--- config.mk ---
export PLATFORM = sky130hd
export DESIGN_NAME = adsr_voice_allocator
export DESIGN_NICKNAME = d
export VERILOG_FILES = /design/src/rtl/synth_pkg.sv /design/src/rtl/voice_lru.sv /design/src/rtl/adsr_voice_allocator.sv
export SDC_FILE = /design/constraint.sdc
export NUM_CORES = 1
export LEC_CHECK = 0
export ABC_CLOCK_PERIOD_IN_PS = 4050
export CORE_ASPECT_RATIO = 0.5
export CORE_MARGIN = 4
export CORE_UTILIZATION = 59
export CTS_BUF_LIST = sky130_fd_sc_hd__clkbuf_8
export DETAILED_ROUTE_END_ITERATION = 8
export GPL_TIMING_DRIVEN = 1
export PLACE_DENSITY = 0.86
export SYNTH_ARGS = -nofsm -noshare
export SYNTH_HDL_FRONTEND = slang
export SYNTH_SLANG_ARGS = --single-unit
--- constraint.sdc ---
create_clock -name Clock -period 4.05 [get_ports Clock]
set_clock_uncertainty 0.05 [all_clocks]
set_input_delay 0.6075 -clock Clock [delete_from_list [all_inputs] [get_ports Clock]]
set_output_delay 0.6075 -clock Clock [all_outputs]
set_load 0.02 [all_outputs]
--- src/rtl/synth_pkg.sv ---
// Shared definitions for the voice allocator: FSM/action encodings and note constants.
package synth_pkg;

  localparam int unsigned NOTE_WIDTH_DEFAULT = 7;

  // ReqOn encoding
  localparam logic NOTE_ON  = 1'b1;
  localparam logic NOTE_OFF = 1'b0;

  typedef enum logic [1:0] {
    ST_IDLE   = 2'd0,
    ST_SCAN   = 2'd1,
    ST_COMMIT = 2'd2
  } alloc_state_e;

  // Action decided in SCAN and applied in COMMIT
  typedef enum logic [1:0] {
    ACT_NONE = 2'd0,
    ACT_ON   = 2'd1,
    ACT_OFF  = 2'd2
  } alloc_act_e;

endpackage

--- src/rtl/voice_lru.sv ---
// Least-recently-assigned tracker: one age register per voice, age 0 = newest.
// Ports:
//   Clock, Reset   clock, synchronous active-low reset
//   update         strobe: target voice was just assigned
//   target         index of the assigned voice
//   oldest_c       one-hot flag of the voice with age NUM_VOICES-1
module voice_lru #(
  parameter int unsigned NUM_VOICES = 4,
  parameter int unsigned VIDX_WIDTH = $clog2(NUM_VOICES)
) (
  input  logic                  Clock,
  input  logic                  Reset,
  input  logic                  update,
  input  logic [VIDX_WIDTH-1:0] target,
  output logic [NUM_VOICES-1:0] oldest_c
);

  logic [VIDX_WIDTH-1:0] age_q [NUM_VOICES];

  // Move target to age 0; everything younger than it ages by one, keeping a permutation.
  always_ff @(posedge Clock) begin
    if (!Reset) begin
      for (int i = 0; i < NUM_VOICES; i++) age_q[i] <= VIDX_WIDTH'(i);
    end else if (update) begin
      for (int i = 0; i < NUM_VOICES; i++) begin
        if (VIDX_WIDTH'(i) == target)      age_q[i] <= '0;
        else if (age_q[i] < age_q[target]) age_q[i] <= age_q[i] + 1'b1;
      end
    end
  end

  always_comb begin
    oldest_c = '0;
    for (int i = 0; i < NUM_VOICES; i++)
      oldest_c[i] = (age_q[i] == VIDX_WIDTH'(NUM_VOICES - 1));
  end

endmodule

--- src/rtl/adsr_voice_allocator.sv ---
// Allocates ADSR envelope voices to note-on/note-off requests, stealing the
// least-recently-assigned voice when the pool is full.
// Ports:
//   Clock, Reset          clock, synchronous active-low reset
//   ReqValid/ReqOn/ReqNote/ReqReady   request handshake (one request per 3 cycles)
//   VoiceIdle            per-voice envelope-finished status
//   VoiceGate            per-voice note-held gate
//   VoiceTrigger         per-voice one-cycle envelope restart pulse
//   VoiceNote            per-voice assigned note, voice i at [i*NOTE_WIDTH +: NOTE_WIDTH]
//   LastVoice            voice touched by the most recent committed request
module adsr_voice_allocator
  import synth_pkg::*;
#(
  parameter int unsigned NUM_VOICES = 4,
  parameter int unsigned NOTE_WIDTH = NOTE_WIDTH_DEFAULT,
  parameter int unsigned VIDX_WIDTH = $clog2(NUM_VOICES)
) (
  input  logic                             Clock,
  input  logic                             Reset,
  input  logic                             ReqValid,
  input  logic                             ReqOn,
  input  logic [NOTE_WIDTH-1:0]            ReqNote,
  output logic                             ReqReady,
  input  logic [NUM_VOICES-1:0]            VoiceIdle,
  output logic [NUM_VOICES-1:0]            VoiceGate,
  output logic [NUM_VOICES-1:0]            VoiceTrigger,
  output logic [NUM_VOICES*NOTE_WIDTH-1:0] VoiceNote,
  output logic [VIDX_WIDTH-1:0]            LastVoice
);

  alloc_state_e                    state_q, state_d;
  alloc_act_e                      act_q, act_d, scan_act_c;
  logic                            ready_q, ready_d;
  logic                            req_on_q, req_on_d;
  logic [NOTE_WIDTH-1:0]           req_note_q, req_note_d;
  logic [NUM_VOICES-1:0]           gate_q, gate_d, trig_q, trig_d;
  logic [NUM_VOICES*NOTE_WIDTH-1:0] note_q, note_d;
  logic [VIDX_WIDTH-1:0]           last_q, last_d, tgt_q, tgt_d, scan_tgt_c;
  logic [NUM_VOICES-1:0]           oldest_c;
  logic                            lru_upd_c;

  assign lru_upd_c = (state_q == ST_COMMIT) && (act_q == ACT_ON);

  voice_lru #(
    .NUM_VOICES (NUM_VOICES),
    .VIDX_WIDTH (VIDX_WIDTH)
  ) u_lru (
    .Clock    (Clock),
    .Reset    (Reset),
    .update   (lru_upd_c),
    .target   (tgt_q),
    .oldest_c (oldest_c)
  );

  // Priority encoders over the registered voice state; descending loop so the lowest index wins.
  always_comb begin
    logic                  has_match, has_idle, has_rel;
    logic [VIDX_WIDTH-1:0] idx_match, idx_idle, idx_rel, idx_old;
    has_match  = 1'b0;
    has_idle   = 1'b0;
    has_rel    = 1'b0;
    idx_match  = '0;
    idx_idle   = '0;
    idx_rel    = '0;
    idx_old    = '0;
    scan_act_c = ACT_NONE;
    scan_tgt_c = '0;
    for (int i = int'(NUM_VOICES) - 1; i >= 0; i--) begin
      if (gate_q[i] && (note_q[i*NOTE_WIDTH +: NOTE_WIDTH] == req_note_q)) begin
        has_match = 1'b1;
        idx_match = VIDX_WIDTH'(i);
      end
      if (!gate_q[i] && VoiceIdle[i]) begin
        has_idle = 1'b1;
        idx_idle = VIDX_WIDTH'(i);
      end
      if (!gate_q[i]) begin
        has_rel = 1'b1;
        idx_rel = VIDX_WIDTH'(i);
      end
      if (oldest_c[i]) idx_old = VIDX_WIDTH'(i);
    end
    if (req_on_q == NOTE_ON) begin
      scan_act_c = ACT_ON;
      if (has_match)     scan_tgt_c = idx_match;
      else if (has_idle) scan_tgt_c = idx_idle;
      else if (has_rel)  scan_tgt_c = idx_rel;
      else               scan_tgt_c = idx_old;
    end else if (has_match) begin
      scan_act_c = ACT_OFF;
      scan_tgt_c = idx_match;
    end
  end

  // Next-state and output logic
  always_comb begin
    state_d    = state_q;
    act_d      = act_q;
    ready_d    = ready_q;
    req_on_d   = req_on_q;
    req_note_d = req_note_q;
    gate_d     = gate_q;
    trig_d     = '0;
    note_d     = note_q;
    last_d     = last_q;
    tgt_d      = tgt_q;
    case (state_q)
      ST_IDLE: begin
        if (ReqValid && ready_q) begin
          req_on_d   = ReqOn;
          req_note_d = ReqNote;
          ready_d    = 1'b0;
          state_d    = ST_SCAN;
        end
      end
      ST_SCAN: begin
        act_d   = scan_act_c;
        tgt_d   = scan_tgt_c;
        state_d = ST_COMMIT;
      end
      ST_COMMIT: begin
        ready_d = 1'b1;
        state_d = ST_IDLE;
        if (act_q == ACT_ON) begin
          gate_d[tgt_q] = 1'b1;
          trig_d[tgt_q] = 1'b1;
          note_d[int'(tgt_q)*NOTE_WIDTH +: NOTE_WIDTH] = req_note_q;
          last_d = tgt_q;
        end else if (act_q == ACT_OFF) begin
          gate_d[tgt_q] = 1'b0;
          last_d = tgt_q;
        end
      end
      default: begin
        ready_d = 1'b1;
        state_d = ST_IDLE;
      end
    endcase
  end

  // State register
  always_ff @(posedge Clock) begin
    if (!Reset) begin
      state_q    <= ST_IDLE;
      act_q      <= ACT_NONE;
      ready_q    <= 1'b1;
      req_on_q   <= NOTE_OFF;
      req_note_q <= '0;
      gate_q     <= '0;
      trig_q     <= '0;
      note_q     <= '0;
      last_q     <= '0;
      tgt_q      <= '0;
    end else begin
      state_q    <= state_d;
      act_q      <= act_d;
      ready_q    <= ready_d;
      req_on_q   <= req_on_d;
      req_note_q <= req_note_d;
      gate_q     <= gate_d;
      trig_q     <= trig_d;
      note_q     <= note_d;
      last_q     <= last_d;
      tgt_q      <= tgt_d;
    end
  end

  assign ReqReady     = ready_q;
  assign VoiceGate    = gate_q;
  assign VoiceTrigger = trig_q;
  assign VoiceNote    = note_q;
  assign LastVoice    = last_q;

endmodule

== After elaboration in Yosys (flattened, before gate mapping) ==
Memory sizes are Yosys's and may differ from the RTL's. A register that Yosys moved wholly into a read port is not among the register bits.
Cells that the tools add are included.
Word-level totals
  bits in writable memories: 8
  register bits after elaboration: 53
  word-level logic and storage cells: 169
  output and inout bits: 39
  input bits: 15
  memories kept: 1
Cells by class
  equal/unequal tests: 16
  magnitude comparators: 6
  bitwise logic cells: 12
  shifts and indexed selects: 2
  multiplexer cells: 93
  reduce and logical (&&, ||, !) cells: 23
  multipliers: 1
  $add $sub $neg: 5
Memory list
  u_lru.age_q: words 4, bits a word 2, rd ports 5, clocked after memory_dff 1, write ports 4, line voice_lru.sv:18  | logic [VIDX_WIDTH-1:0] age_q [NUM_VOICES];
Operators with widths (number)
  2-bit two-way mux: 36
  1-bit two-way mux: 51
  5-bit negator with 34-bit output: 1
  7-bit by 34-bit variable shift with 28-bit output, first input constant: 1
  7-bit by 34-bit indexed part select with 28-bit output: 1
  28-bit bitwise mux: 1
  7-bit == test: 4
  2-bit == test, second input constant: 6
  1-bit logical AND: 11
  2-bit by 1-bit adder with 2-bit output, second input constant: 4
  2-bit < comparator: 4
  4-bit two-way mux: 2
  1-bit OR: 8
  2-bit AND reduction: 4
  2-bit by 3-bit multiplier with 5-bit output, second input constant: 1
  4-bit bitwise AND: 1
  2-bit by 1-bit == test with 1-bit output, second input constant: 2
  2-bit == test, first input constant: 2
  1-bit zero test: 4
  2-bit zero test: 2
  4-bit inverter: 1
  4-bit OR: 1
  2-bit case mux with 2 select lines: 1
  2-bit by 3-bit < comparator with 1-bit output, second input constant: 1
  8 further kinds: 8

== Longest topological paths before layout ==
Gate-level depths: netlist of run 1.
  depth after elaboration: 11
  depth in mapped cells: 8
  gate-level depth less buffers: 7

== Hierarchy ==
Synthesis of run 1 repeated with hierarchy kept, for this count alone.
Second synthesis, totals
  cells, all modules: 367
  area, all modules: 3443.3 µm²
Modules (own cells, without submodules)
  adsr_voice_allocator: instances 1, area an instance 2728.9 µm², sequential area each 1061.0 µm², cells each 301
  voice_lru: instances 1, area an instance 714.4 µm², sequential area each 240.2 µm², cells each 66

== Worst setup path after synthesis of run 1 ==
No wires, ideal clock.
  path kind: reg2reg
  start point: memory u_lru.age_q[1][1] (netlist name)
  end point: memory u_lru.age_q[1][0] (netlist name), enable pin
  clock period less this slack: 2.120 ns
  slack: 1.930 ns
  buffers on the path: 0
  data arrival time: 1.774 ns
  data required time: 3.704 ns
  stages on the path, launching flop included: 6
  library setup time: 0.296 ns
  cells stage by stage: edfxtp_1 mux4_1 inv_1 ha_1 a2111oi_2 or3b_1
RTL lines (line)
  from (decl): voice_lru.sv:18

== Worst setup path in the final report of run 1 ==
  start point: register tgt_q[0]
  end point: register note_q[17], in the netlist VoiceNote[17]
Between the ends
  word-level cells in the longest chain between the ends: 4
  elaborated cells between the ends (all ways): 5
  those cells by class: 1 x add/sub; 1 x mul; 2 x shift; 1 x mux
RTL lines
  from (decl): line adsr_voice_allocator.sv:38  | logic [VIDX_WIDTH-1:0] last_q, last_d, tgt_q, tgt_d, scan_tgt_c;
  from (signal assigned): line adsr_voice_allocator.sv:164  | tgt_q <= tgt_d;
  2-bit by 3-bit multiplier with 5-bit output *: line adsr_voice_allocator.sv:127  | note_d[int'(tgt_q)*NOTE_WIDTH +: NOTE_WIDTH] = req_note_q;
  5-bit negator with 34-bit output *: line adsr_voice_allocator.sv:127
  7-bit by 34-bit indexed part select with 28-bit output / 7-bit by 34-bit variable shift with 28-bit output (equally long branches): line adsr_voice_allocator.sv:127
  28-bit bitwise mux *: line adsr_voice_allocator.sv:127
  to (signal assigned): line adsr_voice_allocator.sv:162  | note_q <= note_d;
  to (decl): line adsr_voice_allocator.sv:37  | logic [NUM_VOICES*NOTE_WIDTH-1:0] note_q, note_d;
Every way passes the cells marked *; elsewhere a longest branch is shown, timed or not.
A chain may end at the register's enable or synchronous reset.

==> key figures, run 1 <==
Yosys
  • Post-synthesis async set-or-reset flop share: 0%
  • Synthesis-stage register bit count: between 60 and 70
  • Seq/Total Area, Yosys: between 40% and 50%
  • Yosys top cell area share: between 30% and 40%
  • Top_reg_cell synth: dfxtp_1
  • Syn Area/Cell: 9.15 um^2
  • Yosys warns: 0
  • Number of flops mapped to enable cells by yosys: 8
  • Commonest cells in the netlist: dfxtp_1 (55), nand2_1 (48), nand3_1 (33), a21boi_0 (30), xnor2_1 (28)
  • Yosys cell types: 45
  • Syn Nets: ~390
  • Area leader, netlist: dfxtp_1
  • Synthesized area: around 3300 um^2
  • Most frequent cell after synthesis: dfxtp_1
  • Area contributors post-synth: dfxtp_1 (34%), xnor2_1 (7.5%), edfxtp_1 (7.4%)
  • Syn Inst Count: ~360

Worst setup path
  • CP max FO: 13
  • R2r worst-path depth: 5
  • Crit path cell chain: inv_1 -> ha_1 -> nor3b_1 -> nand3_1 -> a21boi_0
  • Crit path DAT: 2.73 ns
  • Crit end category: flop
  • R2r endpoint: VoiceNote[17]$_SDFFE_PN0P_
  • RR Startpoint: tgt_q[0]$_SDFFE_PN0N_
  • Cell family with most CP delay: simple AND/OR/NAND/NOR gates
  • Buffer and inverter count on the worst path: 1
  • CP Data Required Time: ~4.3 ns
  • Crit path max-delay cell type: nor3b_1
  • Critical Path Start Type: flop
  • Slack of the worst reg-to-reg path: 1.53 ns
  • CP max stage delay: 0.70 ns
  • Critical path class: flop to flop

Routing
  • Metal2 WL: a little under 4 mm
  • DRT Pass-1 Iters: 4
  • WL per Instance: between 15 and 20 um
  • Antenna Nets Post-Route: 0
  • Vias: roughly 2700
  • Max Used Layer: met4
  • Met3 routed WL: ~620 um
  • Vias per inst: around 5.7
  • DRC Markers: 0
  • Met1 wire length: 3.68 mm
  • Iter 0 DRT Violations: 222
  • Routed wire length: between 8 and 9 mm

Worst hold path
  • Worst hold path startpoint: act_q[1]$_SDFFE_PN0N_
  • Hold Path End: act_q[1]$_SDFFE_PN0N_
  • Worst hold path class: flop to flop
  • Worst Hold Depth: 2

Flow run
  • Max cap viols: 0

Timing
  • Final setup fails: 0
  • Fin crit share: between 60% and 70%
  • Final Critical Period: between 2 and 3 ns
  • Worst-margin pin slew: approximately 0.8 ns
  • Unrepaired setup endpoints after global routing: false
  • Slew Viols, Final: 0
  • Hold Vio Cnt, Final: 0
  • Fmax: about 400 MHz
  • Rel. slew slack: 46.0%
  • Final setup TNS: 0 ns

GRT
  • Largest net degree at the start of global routing: just under 60
  • GR Util All Layers: 25.3%
  • Overflow after GRT: 0
  • Global-route wire length before repair: 13.1 mm
  • Number of global-route vias before repair: 2677
  • Initial antenna violation count: 0

Clocking
  • H-tree depth: 3
  • Cts bufs inserted: 9
  • Post-cts hold buffer count: 0
  • Root buf cell: clkbuf_8
  • CTS tree: built
  • Clk pin slew, worst setup/hold paths: 0.07 ns
  • CTS resizes: 0
  • Longest Clk Path Bufs: 2
  • Clk_lat worst skew: about 0.35 ns
  • Postcts setup bufs: 0
  • CTS sink cnt: 63

Placed design
  • Placed cell area: ~3800 um^2
  • DP HPWL: around 6 mm
  • Number of port buffers: 53
  • RePlAce Congestion: between 0.8 and 0.9

Power and ir drop
  • PwrDens: ~330 nW/um^2
  • Max IR drop VDD: about 0.22 mV
  • P_leak: 1.37 nW

Final layout
  • Final nets: approximately 430
  • Area Growth Syn to Fin: 22.9%
  • Fin area: approximately 4000 um^2
  • Share of layout cells above drive strength 1: 4.93%
  • Inserted Diodes: 0

Die
  • Die H: about 61 um
  • Die Width: around 110 um
  • Ports: 54
  • Core Region: 5130 um^2
  • FP Rows: 18
  • Total Die Area: 6850 um^2
  • Initial Utilization: 63.5%

Run status
  • Status: finished, final reports clean
==> report_power, final <==
part | switching (mW) | internal, mW | total [mW] | leakage [nW]
Combinational | 0.0464 | 0.0550 | 0.101 | 0.748
Sequential | 0.0261 | 0.642 | 0.668 | 0.513
Clock | 0.244 | 0.312 | 0.556 | 0.108
==> layer usage <==
metal	track usage, %	up-vias
met5	0	-
met4	10.4	0
met3	7.07	11
met2	41.8	89
met1	32.2	1304
li1	-	1328
==> how the worst max path moves through the flow <==
stage                                               start                               to  slack (ns)  cells past startpoint
after floorplan           u_lru.age_q[1][1]$_SDFFCE_PN0P_  u_lru.age_q[1][0]$_SDFFCE_PN1P_        1.93                      5
after global placement                              Reset      u_lru.age_q[3][0]$_DFFE_PP_        1.44                      5
after detailed placement                            Reset      u_lru.age_q[3][1]$_DFFE_PP_        1.39                      5
after CTS                           tgt_q[0]$_SDFFE_PN0N_       VoiceNote[17]$_SDFFE_PN0P_        1.56                      5
after global routing                tgt_q[0]$_SDFFE_PN0N_       VoiceNote[17]$_SDFFE_PN0P_        1.32                      5
final                               tgt_q[0]$_SDFFE_PN0N_       VoiceNote[17]$_SDFFE_PN0P_        1.53                      5
==> cell families (layout without fill, tap and decap cells) <==
logic type | count (synthesis) | count (layout) | share of synthesized area [%]
simple gates | 149 | 149 | 23.1
flops | 63 | 63 | 41.2
compound gates | 54 | 54 | 12.6
buf+inv | 32 | 82 | 4.15
xor+xnor | 28 | 28 | 7.53
fa+ha+maj | 17 | 17 | 6.53
mux | 13 | 13 | 4.88
==> layout make-up <==
cell class                      count  area, um^2
Timing Repair Buffer               55         546
Tap cell                           70        87.6
Multi-Input combinational cell    261        1790
Inverter                           11        41.3
Clock inverter                      5        50.0
Sequential cell                    63        1340
Fill cell                         356        1130
Clock buffer                       11         151
==> per-stage QoR <==
stage / instances / total power [mW] / hold WS (ns) / utilization [%] / worst slack [ns]
after floorplan: 356 / 0.744 / 0.396 / - / 1.93
after global placement: 460 / 0.775 / 0.408 / 74.1 / 1.44
after detailed placement: 460 / 0.780 / 0.433 / 74.1 / 1.39
after CTS: 476 / 1.33 / 0.439 / 78.0 / 1.56
after global routing: 476 / 1.37 / 0.458 / 78.0 / 1.32
final: 476 / 1.33 / 0.441 / 78.0 / 1.53
==> flip-flops by register name (all words and copies together), names as in the netlist, named ones only <==
register / flops
state_q: 2
ReqReady: 1
u_lru.age_q: 8
VoiceNote: 28
VoiceTrigger: 4
tgt_q: 2
req_note_q: 7
req_on_q: 1
act_q: 2
LastVoice: 2
==> worst register-to-register path: stages, from the launching register on <==
cell      delay, ns
dfxtp_1        0.60
inv_1          0.23
ha_1           0.47
nor3b_1        0.70
nand3_1        0.16
a21boi_0       0.23
==> cells in the final DEF, fill, tap and decap left out, types with 3 or more instances in the layout <==
cell type,netlist,routed
a21boi_0,30,30
and2_1,5,5
and3_1,3,3
clkbuf_8,0,11
clkdlybuf4s50_1,0,53
dfxtp_1,55,55
edfxtp_1,8,8
ha_1,17,17
inv_1,11,13
mux2i_1,11,11
nand2_1,48,48
nand2b_1,4,4
nand3_1,33,33
nand4_1,12,12
nor2_1,13,13
nor2b_1,16,16
nor3_1,4,4
o21ai_0,7,7
xnor2_1,28,28
Power figures use the tool's default switching activity.
==> run 2, diff against run 1 <==
--- a/config.mk
+++ b/config.mk
@@ -5,14 +5,14 @@
 export SDC_FILE = /design/constraint.sdc
 export NUM_CORES = 1
 export LEC_CHECK = 0
-export ABC_CLOCK_PERIOD_IN_PS = 4050
+export ABC_CLOCK_PERIOD_IN_PS = 2440
 export CORE_ASPECT_RATIO = 0.5
 export CORE_MARGIN = 4
-export CORE_UTILIZATION = 59
+export CORE_UTILIZATION = 55
 export CTS_BUF_LIST = sky130_fd_sc_hd__clkbuf_8
 export DETAILED_ROUTE_END_ITERATION = 8
 export GPL_TIMING_DRIVEN = 1
-export PLACE_DENSITY = 0.86
+export PLACE_DENSITY = 0.81
 export SYNTH_ARGS = -nofsm -noshare
 export SYNTH_HDL_FRONTEND = slang
 export SYNTH_SLANG_ARGS = --single-unit
==> constraint.sdc (replaced) <==
create_clock -name Clock -period 2.44 [get_ports Clock]
set_clock_uncertainty 0.05 [all_clocks]
set_input_delay 0.366 -clock Clock [delete_from_list [all_inputs] [get_ports Clock]]
set_output_delay 0.366 -clock Clock [all_outputs]
set_load 0.02 [all_outputs]
==> run 2 against run 1 <==
Against the previous run: combinational power increased by 74%; highest routed layer unchanged; largest power group unchanged; sequential share of layout area down 0.21 points; via count is 1.9% higher; register-to-register slack worse by 1.4 ns.
==> key figures, run 2 (synthesis results as in run 1) <==
Final layout
  • Most common cell after layout, fill and taps aside: dfxtp_1
  • Number of flip-flops in the largest register: 28 (unchanged)
  • # fillers: 439 (+23%)
  • Share of layout cells above drive strength 1: 6.08% (+1.2 points)
  • FF/Latch Area: 1340 um^2 (unchanged)
  • Fin area: 4030 um^2 (+0.62%)
  • Area Growth Syn to Fin: 23.7%
  • Leading cell types in the layout, fill and taps excluded: dfxtp_1 (55), clkdlybuf4s50_1 (53), nand2_1 (48)
  • Multi-input gate area: 1790 um^2 (unchanged)
  • Inserted Diodes: 0 (unchanged)
  • Final nets: 439 (+1.4%)

Timing
  • Fin Hold WS: 0.442 ns (+0.000837 ns)
  • Slew Viols, Final: 0 (unchanged)
  • Unrepaired setup endpoints after global routing: false
  • Worst-margin pin slew: 0.642 ns (-0.166 ns)
  • Final setup fails: 0 (unchanged)
  • Final setup TNS: 0 ns (unchanged)
  • Fin crit share: 94.2% (+32 points)
  • Rel. slew slack: 57.0% (+11 points)
  • Final Critical Period: 2.30 ns (-0.222 ns)
  • Fmax: 435 MHz (+9.7%)
  • Hold Vio Cnt, Final: 0 (unchanged)

Worst hold path
  • Worst hold path class: flop to flop

Routing
  • Iter 0 DRT Violations: 205 (-7.7%)
  • DRC Markers: 0 (unchanged)
  • Metal2 WL: 3.99 mm (+2.3%)
  • Vias: 2783 (+1.9%)
  • Vias per inst: 5.75 (+0.18%)
  • Max Used Layer: met4
  • WL per Instance: 17.0 um (-2.5%)
  • Met1 wire length: 3.49 mm (-5.3%)
  • Routed wire length: 8.22 mm (-0.88%)
  • Met3 routed WL: 592 um (-4.5%)
  • Antenna Nets Post-Route: 0 (unchanged)
  • DRT Pass-1 Iters: 4 (unchanged)

Clocking
  • Postcts setup bufs: 0 (unchanged)
  • Clk_lat worst skew: 0.34 ns (about the same)
  • CTS sink cnt: 63 (unchanged)
  • CTS tree: built
  • Clk pin slew, worst setup/hold paths: 0.07 ns (about the same)
  • Root buf cell: clkbuf_8
  • CTS resizes: 0 (unchanged)
  • H-tree depth: 3 (unchanged)
  • Longest Clk Path Bufs: 2 (unchanged)
  • Cts bufs inserted: 9 (unchanged)
  • Post-cts hold buffer count: 0 (unchanged)

Placed design
  • Placed cell area: 3850 um^2 (+1.3%)
  • RePlAce Congestion: 0.840 (+0.26%)
  • DP HPWL: 6.05 mm (+3.8%)
  • Number of port buffers: 53 (unchanged)

Die
  • Ports: 54 (unchanged)
  • Die H: 62.4 um (+3.1%)
  • FP Rows: 19 (+1)
  • Core Region: 5610 um^2 (+9.3%)
  • Initial Utilization: 58.1% (-5.4 points)
  • Die Width: 117 um (+3.3%)
  • Total Die Area: 7290 um^2 (+6.5%)

GRT
  • Largest net degree at the start of global routing: 53 (-10%)
  • Initial antenna violation count: 0 (unchanged)
  • GR Util All Layers: 24.1% (-1.2 points)
  • Global-route wire length before repair: 13.8 mm (+5.6%)
  • Overflow after GRT: 0 (unchanged)
  • Number of global-route vias before repair: 2826 (+5.6%)

Worst setup path
  • Crit path max-delay cell type: mux4_1
  • CP max FO: 4 (-9)
  • CP max stage delay: 0.52 ns (-0.18 ns)
  • CP Data Required Time: 2.45 ns (-1.81 ns)
  • Crit path cell chain: mux4_1 -> inv_1 -> ha_1 -> a2111oi_2 -> or3b_1
  • Crit path DAT: 2.30 ns (-0.43 ns)
  • Critical Path Start Type: flop
  • Crit end category: flop
  • Critical path class: flop to flop

Run status
  • Status: finished, final reports clean

Power and ir drop
  • P_leak: 1.39 nW (+1.8%)
  • PwrDens: 520 nW/um^2 (+57%)
  • Max IR drop VDD: 0.324 mV (+50%)

Flow run
  • Max cap viols: 0 (unchanged)
[run 2: path summary, 6_finish.rpt]
path / startpoint / to / slack [ns] / cells past startpoint
worst max-delay path: u_lru.age_q[1][1]$_SDFFCE_PN0P_ / u_lru.age_q[1][1]$_SDFFCE_PN0P_ / 0.14 / 5
worst min-delay path: VoiceNote[22]$_SDFFE_PN0P_ / VoiceNote[22]$_SDFFE_PN0P_ / 0.44 / 2
worst min register to register: VoiceNote[22]$_SDFFE_PN0P_ / VoiceNote[22]$_SDFFE_PN0P_ / 0.44 / 2
worst max register to register: u_lru.age_q[1][1]$_SDFFCE_PN0P_ / u_lru.age_q[1][1]$_SDFFCE_PN0P_ / 0.14 / 5
[run 2: final cells by class]
class / instances / area share, %
Tap cell: 73 / 2.27
Sequential cell: 63 / 33.3
Clock inverter: 3 / 0.310
Multi-Input combinational cell: 261 / 44.4
Inverter: 11 / 1.02
Clock buffer: 12 / 4.10
Timing Repair Buffer: 61 / 14.7
[run 2: worst max-delay path, delay by kind of cell (launching register included)]
kind            cells  cell delay [ns]
flops               1             0.43
fa+ha+maj           1             0.27
compound gates      1             0.39
simple gates        1             0.21
mux                 1             0.52
buf+inv             1             0.16
[run 2: power by group]
part | leakage, nW | switching [mW] | internal (mW)
clock network | 0.101 | 0.378 | 0.437
logic | 0.779 | 0.0809 | 0.0951
registers | 0.513 | 0.0399 | 1.07
total | 1.39 | 0.498 | 1.60
[run 2: metrics by stage]
| stage | worst slack [ns] | total power [mW] | cells | utilization [%] |
|---|---|---|---|---|
| 2_1_floorplan | 0.320 | 1.23 | 356 | - |
| 3_3_place_gp | 0.237 | 1.29 | 469 | 68.7 |
| 3_5_place_dp | 0.131 | 1.30 | 469 | 68.7 |
| 4_1_cts | 0.127 | 2.10 | 484 | 71.8 |
| 5_1_grt | 0.0421 | 2.17 | 484 | 71.8 |
| 6_report | 0.141 | 2.10 | 484 | 71.8 |
[run 2: routing by layer]
layer,vias up,GRT usage (%)
met4,0,7.87
met3,16,6.29
met5,-,0
met2,99,39.6
li1,1337,-
met1,1331,30.8
==> run 3, diff against run 2 <==
--- a/config.mk
+++ b/config.mk
@@ -8,11 +8,10 @@
 export ABC_CLOCK_PERIOD_IN_PS = 2440
 export CORE_ASPECT_RATIO = 0.5
 export CORE_MARGIN = 4
-export CORE_UTILIZATION = 55
-export CTS_BUF_LIST = sky130_fd_sc_hd__clkbuf_8
+export CORE_UTILIZATION = 53
 export DETAILED_ROUTE_END_ITERATION = 8
 export GPL_TIMING_DRIVEN = 1
-export PLACE_DENSITY = 0.81
+export PLACE_DENSITY = 0.78
 export SYNTH_ARGS = -nofsm -noshare
 export SYNTH_HDL_FRONTEND = slang
 export SYNTH_SLANG_ARGS = --single-unit
==> run 3 against run 2 <==
Against the previous run: non-clock buffer count did not move; register-to-register slack gained 0.04 ns; worst hold slack got worse by 0.023 ns; worst setup slack better by 0.044 ns; routed wire length rose by 0.55%; core utilization grew 0.62 points; final area increased by 2.6%; critical endpoint is now u_lru.age_q[1][0]$_SDFFCE_PN1P_; highest routed layer unchanged; combinational power about the same; largest cell class unchanged; die area is 3.4% higher; sequential share of layout area shrank 0.84 points; first-iteration DRC count decreased by 4.9%.
==> key figures, run 3 (synthesis results as in run 1) <==
Run status
  • Status: finished, final reports clean

Final layout
  • Leading cell types in the layout, fill and taps excluded: dfxtp_1 (55), clkdlybuf4s50_1 (53), nand2_1 (48)
  • Fin area: 4130 um^2 (+2.6%)
  • Inserted Diodes: 0 (unchanged)
  • Final nets: 439 (unchanged)
  • Number of flip-flops in the largest register: 28 (unchanged)
  • Share of layout cells above drive strength 1: 5.83% (-0.26 points)
  • Most common cell after layout, fill and taps aside: dfxtp_1
  • # fillers: 430 (-2.1%)
  • Area Growth Syn to Fin: 26.9%

Clocking
  • H-tree depth: 3 (unchanged)
  • Clk_lat worst skew: 0.33 ns (about the same)
  • Clk pin slew, worst setup/hold paths: 0.05 ns (-0.02 ns)
  • CTS tree: built
  • Postcts setup bufs: 0 (unchanged)
  • CTS sink cnt: 63 (unchanged)
  • Post-cts hold buffer count: 0 (unchanged)
  • Longest Clk Path Bufs: 2 (unchanged)
  • CTS resizes: 0 (unchanged)
  • Cts bufs inserted: 9 (unchanged)
  • Root buf cell: clkbuf_16

Placed design
  • RePlAce Congestion: 0.853 (+1.6%)
  • Placed cell area: 3850 um^2 (unchanged)
  • DP Worst Slack: 0.197 ns (+0.0659 ns)
  • Number of port buffers: 53 (unchanged)
  • DP HPWL: 5.83 mm (-3.6%)

Routing
  • Metal2 WL: 3.89 mm (-2.5%)
  • Vias: 2780 (-0.11%)
  • Max Used Layer: met4
  • Met1 wire length: 3.75 mm (+7.5%)
  • WL per Instance: 17.0 um (+0.34%)
  • DRC Markers: 0 (unchanged)
  • DRT Pass-1 Iters: 5 (+1)
  • Vias per inst: 5.73 (-0.31%)
  • Routed wire length: 8.27 mm (+0.55%)
  • Iter 0 DRT Violations: 195 (-4.9%)
  • Antenna Nets Post-Route: 0 (unchanged)
  • Met3 routed WL: 522 um (-12%)

Power and ir drop
  • Max IR drop VDD: 0.498 mV (+53%)
  • P_leak: 1.43 nW (+2.6%)
  • Total power: 2.48 mW (+18%)
  • PwrDens: 600 nW/um^2 (+15%)
  • Seq pwr share: 44.5% (-8.2 points)
  • Clock Power Share: 48.5% (+9.6 points)
  • P_sw: 549 uW (+10%)
  • Sw Ratio: 22.1% (-1.7 points)
  • Comb power frac: 7.0% (-1.4 points)
  • Internal power: 1.93 mW (+21%)

GRT
  • GR Util All Layers: 23.0% (-1.1 points)
  • Number of global-route vias before repair: 2735 (-3.2%)
  • Largest net degree at the start of global routing: 34 (-36%)
  • Global-route wire length before repair: 13.5 mm (-2.4%)
  • Initial antenna violation count: 0 (unchanged)
  • Overflow after GRT: 0 (unchanged)

Timing
  • Final Critical Period: 2.25 ns (-0.0439 ns)
  • Final setup fails: 0 (unchanged)
  • Fmax: 443 MHz (+1.9%)
  • Hold Vio Cnt, Final: 0 (unchanged)
  • Worst setup margin: 0.185 ns (+0.0439 ns)
  • Final setup TNS: 0 ns (unchanged)
  • Unrepaired setup endpoints after global routing: false
  • Fin crit share: 92.4% (-1.8 points)
  • Worst-margin pin slew: 0.660 ns (+0.0182 ns)
  • Rel. slew slack: 55.8% (-1.2 points)
  • Slew Viols, Final: 0 (unchanged)

Worst setup path
  • Critical path class: flop to flop
  • CP max FO: 4 (unchanged)
  • Crit end category: flop
  • Critical Path Start Type: flop
  • Crit path DAT: 2.25 ns (-0.05 ns)
  • CP Data Required Time: 2.44 ns (about the same)

Worst hold path
  • Worst hold path class: flop to flop

Die
  • FP Rows: 19 (unchanged)
  • Total Die Area: 7540 um^2 (+3.4%)
  • Core Region: 5710 um^2 (+1.7%)
  • Die Width: 119 um (+1.7%)
  • Die H: 63.4 um (+1.6%)
  • Initial Utilization: 57.1% (-0.97 points)
  • Ports: 54 (unchanged)

Flow run
  • Max cap viols: 0 (unchanged)
run 3: final timing paths:
| kind | endpoint | cells past startpoint | slack (ns) | startpoint |
|---|---|---|---|---|
| setup / recovery | u_lru.age_q[1][0]$_SDFFCE_PN1P_ | 5 | 0.19 | u_lru.age_q[1][1]$_SDFFCE_PN0P_ |
| hold reg to reg | act_q[1]$_SDFFE_PN0N_ | 2 | 0.42 | act_q[1]$_SDFFE_PN0N_ |
| hold / removal | act_q[1]$_SDFFE_PN0N_ | 2 | 0.42 | act_q[1]$_SDFFE_PN0N_ |
| setup reg to reg | u_lru.age_q[1][0]$_SDFFCE_PN1P_ | 5 | 0.19 | u_lru.age_q[1][1]$_SDFFCE_PN0P_ |
run 3: power by group through the flow:
| stage | Combinational, mW | Sequential (mW) | Clock (mW) |
|---|---|---|---|
| finish | 0.174 | 1.10 | 1.20 |
| global route | 0.190 | 1.11 | 1.26 |
| detailed placement | 0.172 | 1.12 | 0 |
| global placement | 0.168 | 1.12 | 0 |
| floorplan | 0.137 | 1.10 | 0 |
| CTS | 0.173 | 1.10 | 1.21 |
run 3: critical path: stages (launching register included):
cell,delay [ns]
edfxtp_1,0.43
mux4_1,0.52
inv_1,0.15
ha_1,0.26
a2111oi_2,0.36
or3b_1,0.20
run 3: cell type report:
| cell class | instances | area, um^2 | share of cell area, % |
|---|---|---|---|
| sequential | 63 | 1340 | 32.4 |
| clock buffer | 16 | 282 | 6.81 |
| inverter | 11 | 41.3 | 0.999 |
| timing repair buffer | 61 | 591 | 14.3 |
| tap | 73 | 91.3 | 2.21 |
| multi-input combinational | 261 | 1790 | 43.3 |
run 3: metrics by stage:
step	std cells	hold slack, ns	util [%]
after floorplan	356	0.396	-
after global placement	469	0.417	67.5
after detailed placement	469	0.410	67.5
after CTS	485	0.417	72.5
after global routing	485	0.465	72.5
final	485	0.419	72.5
run 3: routing by layer:
layer | GRT usage [%] | vias to the layer above
li1 | - | 1344
met1 | 28.7 | 1339
met2 | 36.5 | 86
met3 | 8.94 | 11
met4 | 7.79 | 0
met5 | 0 | -
